==> src/rtl/mips_pkg.sv <==
// Shared MIPS core constants and basic datapath types.
package mips_pkg;

   localparam int unsigned DATA_W     = 32;
   localparam int unsigned REG_ADDR_W = 5;
   localparam int unsigned NUM_REGS   = 2 ** REG_ADDR_W;

   typedef logic [REG_ADDR_W-1:0] reg_addr_t;
   typedef logic [DATA_W-1:0]     word_t;

endpackage

==> src/rtl/register_file.sv <==
// 2R/1W general-purpose register file: combinational reads with optional
// write-through bypass, synchronous write and synchronous clear.
module register_file #(
   parameter int unsigned DATA_W    = mips_pkg::DATA_W,
   parameter int unsigned ADDR_W    = mips_pkg::REG_ADDR_W,
   parameter bit          R0_ZERO   = 1'b0,
   parameter bit          WR_BYPASS = 1'b1
) (
   input  logic              clk,
   input  logic              rst,
   input  logic [ADDR_W-1:0] ra1,
   input  logic [ADDR_W-1:0] ra2,
   output logic [DATA_W-1:0] rd1,
   output logic [DATA_W-1:0] rd2,
   input  logic [ADDR_W-1:0] wa,
   input  logic [DATA_W-1:0] wd,
   input  logic              regwrite
);

   localparam int unsigned DEPTH = 2 ** ADDR_W;

   logic [DATA_W-1:0] r_mem [DEPTH];
   logic              w_wr_en;
   logic              w_wr_keep;

   // A write only lands when not in reset and not targeting a hardwired $zero.
   assign w_wr_keep = !(R0_ZERO && (wa == '0));
   assign w_wr_en   = regwrite && !rst && w_wr_keep;

   always_ff @(posedge clk) begin
      if (rst) begin
         for (int unsigned i = 0; i < DEPTH; i++) begin
            r_mem[i] <= '0;
         end
      end else if (w_wr_en) begin
         r_mem[wa] <= wd;
      end
   end

   // Read mux: $zero override first, then same-cycle forward, then storage.
   function automatic logic [DATA_W-1:0] f_read(
      input logic [ADDR_W-1:0] ra,
      input logic [DATA_W-1:0] stored,
      input logic              fwd_en,
      input logic [ADDR_W-1:0] fwd_addr,
      input logic [DATA_W-1:0] fwd_data
   );
      logic [DATA_W-1:0] v;
      v = stored;
      if (R0_ZERO && (ra == '0)) begin
         v = '0;
      end else if (WR_BYPASS && fwd_en && (ra == fwd_addr)) begin
         v = fwd_data;
      end
      return v;
   endfunction

   logic w_fwd_en;
   assign w_fwd_en = regwrite && !rst;

   always_comb begin
      rd1 = f_read(ra1, r_mem[ra1], w_fwd_en, wa, wd);
      rd2 = f_read(ra2, r_mem[ra2], w_fwd_en, wa, wd);
   end

endmodule

==> config.mk <==
export PLATFORM = sky130hd
export DESIGN_NAME = register_file
export DESIGN_NICKNAME = d
export VERILOG_FILES = /design/src/rtl/mips_pkg.sv /design/src/rtl/register_file.sv
export SDC_FILE = /design/constraint.sdc
export NUM_CORES = 2
export LEC_CHECK = 0
export BUFFER_PORTS_ARGS = -buffer_cell sky130_fd_sc_hd__buf_2
export CAP_MARGIN = 30
export CORE_MARGIN = 5
export CORE_UTILIZATION = 40
export CTS_BUF_LIST = sky130_fd_sc_hd__clkbuf_8
export DETAILED_ROUTE_END_ITERATION = 10
export HOLD_SLACK_MARGIN = 0.06
export SYNTH_ARGS = -nofsm -noshare
export SYNTH_HDL_FRONTEND = slang
export SYNTH_SLANG_ARGS = --single-unit
==> constraint.sdc <==
create_clock -name clk -period 3.1 [get_ports clk]
set_input_delay 0.62 -clock clk [delete_from_list [all_inputs] [get_ports clk]]
set_output_delay 0.62 -clock clk [all_outputs]
set_load 0.01 [all_outputs]
# After elaboration in Yosys (flattened, before gate mapping)

Memories as Yosys holds them, arrays and structs flattened.
Cells that the tools add are included.

Flip-flop bits (word level): 0
Memory bits (writable): 1024
Input bits: 50
Logic and storage cells: 18
Memories kept: 1

Multiplexer cells: 10
Reduce and logical (&&, ||, !) cells: 5
Equality and inequality tests: 2

Memory list:

| name  | depth | bits a word | rd ports | clocked after Yosys merged registers in | write ports | RTL line            | source |
|---|---|---|---|---|---|---|---|
| r_mem | 32    | 32          | 2        | 0                                       | 32          | register_file.sv:22 | `logic [DATA_W-1:0] r_mem [DEPTH];` |

Operator list:

| kind                | number |
|---|---|
| $mux W32            | 3 |
| $reduce_or A32 Y1   | 1 |
| $eq A5 B5 Y1        | 2 |
| $mux W1             | 6 |
| $mux W5             | 1 |
| $logic_and A1 B1 Y1 | 3 |
| $logic_not A1 Y1    | 1 |

# Longest topological paths before layout

Word-level depth: 7
Gate-level depth with buffers: 7

# Least setup slack after synthesis

Ideal clock, no wire load.

Path kind: input-to-output
Start point: input port ra1[1]
End point: output port rd1[30]
Setup slack: 335 ps
Buffers on the path: 2
Arrival: 2145 ps
Stages on the path: 6
Cells stage by stage: buf_2 -> clkbuf_1 -> mux4_2 -> mux4_2 -> a22oi_2 -> a22oi_1

Longest elaborated chain between the ends: 3
Elaborated cells between the ends (all ways): 4

RTL lines:

| item                                                    | RTL line            | source |
|---|---|---|
| from (decl)                                             | register_file.sv:11 | `input logic [ADDR_W-1:0] ra1,` |
| branches (longest 2 deep; another with $mem_v2 Z32 W32) | --                  |  |
| $mux W32 (*)                                            | register_file.sv:52 | `end else if (WR_BYPASS && fwd_en && (ra == fwd_addr)) begin` |
| to (decl)                                               | register_file.sv:13 | `output logic [DATA_W-1:0] rd1,` |

Every way passes the cells marked *.

==> results.txt <==
Die area = 145000 sq um
RSZ-0062 raised after global routing = yes
Final setup fails = 34
Switch Pwr = 8.84 mW
Fmax = 297 MHz
Worst Setup EP = rd1[30]
Synth Register Bits = 1024
Sw Share = 0.273
Fin area = 65600 sq um
Antenna violations before repair = 20
Hold_sp = wd[6]
Core ar. = 137000 sq um
Commonest cells after routing, fill and taps aside = edfxtp_1 (1024), and2_1 (994), mux4_2 (513), buf_4 (335), clkbuf_8 (172)
CTS Sinks = 1024
Post-layout power = 32.4 mW
Largest net degree at the start of global routing = 45
Pre-CTS setup slack = -376 ps
Crit path kind = flip-flop to primary output
First-pass GRT wire length = 288000 microns
Total gr overflow = 0
Post-Syn Area per Cell = 15.3 sq um
Root Buffer = clkbuf_8
Minimum clock period after layout = 3360 ps
Placed Instance Area = 60800 sq um
Worst Path Max Fanout = 2
Post-Syn Area = 55100 sq um
Synth unique cells = 34
Filler Cell Count = 11623
Via density per instance = 6.40
Clock network fraction of total power = 0.337
Least-Margin Pin Slew = 724 ps
CP Launch Type = flip-flop
Sequential share of power = 0.505
Average wire per standard cell = 35.3 microns
Period utilisation layout = 1.08
Pre-antenna DRT Iters = 5
Rel. slew slack = 0.517
Hold Fails Final Rpt = 0
Total Nets Final = 3967
Detail Placement HPWL = 126000 microns
CTS tree = yes
Antenna-violating nets left = 0
Commonest non-fill, non-tap cell in the layout = edfxtp_1
GRT Overall Usage = 0.280
Biggest register = r_mem
Drc violations = 0
Req. time, crit path = 2480 ps
MaxCap Viol Count = 0
Clock transition at path regs = 60 ps
Width of the chip = 381 microns
Multi-input logic area = 24200 sq um
Biggest regs = r_mem (1024)
Reg area = 30700 sq um
Failing checks = negative setup slack
Vias in the first global route = 37129
Inserted Clock Buffers = 170
Final setup margin = -262 ps
Critical path capture point type = primary output
Port Buf Inserts = 113
Synthesis-to-layout area growth = 19.2%
Ys Warns = 0
Leak Pwr = 22.9 nW
Post-synthesis sequential area ratio = 0.558
Initial drt markers = 5689
I/O pins = 114
Logic pwr share = 0.158
GP Congestion = 0.875
Slowest cell on the critical path = mux4_2
Final WL = 207000 microns
CP startpoint = r_mem[19][30]
CTS H-tree lvls = 4
FP Rows = 136
CTS max path bufs = 3
Finished Core Util = 0.479
Initial core utilization = 0.402
Share of post-route cells with drive strength above 1 = 0.384
Vias = 37384
Pint = 23.5 mW
Power Dens Cells = 493 nW/um^2
Crit path DAT = 2740 ps
Final count of pins violating max slew = 0
Syn Nets = 3646
Max FFs per register = 1024
Hold Path Class = primary input to flip-flop
Die Y = 381 microns
Cells along the critical path = mux4_2 > mux4_2 > a22oi_2 > a22oi_2 > buf_2
Peak VDD IR = 0.315 mV
CP peak stage delay = 520 ps
Status = complete, but fails checks
Gate Count Post-Synth = 3596
-- synth_stat cells --
library cell,count,share of area
nor3_1,32,0.0029
nand2b_1,3,0.00034
nor2_1,35,0.0024
xor2_1,10,0.0016
mux4_2,513,0.21
a31o_2,1,0.00016
clkbuf_2,1,0.000091
buf_8,1,0.00027
a22oi_1,2,0.00027
nor2b_1,67,0.0076
or2_2,32,0.0036
or3b_2,5,0.00080
mux2i_1,63,0.011
o22ai_1,126,0.014
a211oi_1,63,0.0086
nor4_2,2,0.00045
a211o_1,63,0.010
clkbuf_1,276,0.019
or3_1,4,0.00045
edfxtp_1,1024,0.56
a22oi_2,1,0.00023
nand3b_1,8,0.0011
buf_1,14,0.00095
and2_1,994,0.11
buf_6,48,0.0098
nand2_1,3,0.00020
inv_1,1,0.000068
buf_2,53,0.0048
buf_4,18,0.0025
and2_0,2,0.00023
or3b_1,1,0.00016
o31ai_1,63,0.0086
nor2_2,1,0.00011
nand3_1,66,0.0060
-- repair_timing --
| action | 4_1_cts | 5_1_grt |
|---|---|---|
| hold buffers | 1 | 0 |
| gates resized for setup | 248 | 59 |
| setup buffers | 13 | 17 |
| endpoints found under the setup margin | 64 | 64 |
| gates cloned | 2 | 1 |
| pin swaps | 107 | 39 |
| hold endpoints to repair | 4 | 0 |
-- per-stage QoR --
step | hold WS, ps | instances | setup TNS [ps]
final | 174 | 5844 | -1580
after CTS | 97.5 | 5828 | -4500
after floorplan | 818 | 3596 | 0
after global routing | 148 | 5839 | -5120
after global placement | 1020 | 5528 | -8070
after detailed placement | 1020 | 5529 | -7650
-- worst min path at each step --
| stage | cells past startpoint | to | slack (ps) |
|---|---|---|---|
| finish | 2 | r_mem[22][6] | 170 |
| global route | 2 | r_mem[9][29] | 150 |
| CTS | 2 | r_mem[10][29] | 100 |
| detailed placement | 2 | r_mem[31][21] | 1020 |
| global placement | 2 | r_mem[30][21] | 1020 |
| floorplan | 1 | r_mem[0][31] | 820 |
-- power by group through the flow --
stage / registers [mW] / clock network, mW / logic (mW)
4_1_cts: 16.3 / 11.0 / 4.98
2_1_floorplan: 16.5 / 0 / 2.59
6_report: 16.4 / 10.9 / 5.12
5_1_grt: 16.4 / 11.6 / 5.25
3_5_place_dp: 16.6 / 0 / 4.61
3_3_place_gp: 16.6 / 0 / 4.59
-- critical path, delay by kind of cell, from the launching register on --
kind | cells | cell delay, ps
buffers and inverters | 1 | 170
multiplexers | 2 | 1010
AO/OA/AOI/OAI | 2 | 260
flip-flops | 1 | 410
-- layout make-up --
type | count | area share
clock buffers | 172 | 0.0361
inverters | 1 | 0.0000572
clock inverters | 127 | 0.00865
multi-input cells | 2160 | 0.368
well taps | 1794 | 0.0342
diodes | 6 | 0.000229
repair buffers | 560 | 0.0843
flip-flops and latches | 1024 | 0.468
-- logic make-up after synthesis --
family | Yosys count | synth area share
flip-flops | 1024 | 0.558
buffers and inverters | 412 | 0.0373
AO/OA/AOI/OAI | 319 | 0.0422
AND/OR/NAND/NOR | 1255 | 0.139
multiplexers | 576 | 0.221
XOR/XNOR | 10 | 0.00159
-- metal layers --
metal	global-route usage	up-vias	routed length [microns]
li1	-	14610	-
met1	0.373	19588	76300
met2	0.444	2628	96500
met3	0.0667	556	23600
met4	0.119	2	10100
met5	0	-	8
(Power assumes the default switching activity.)
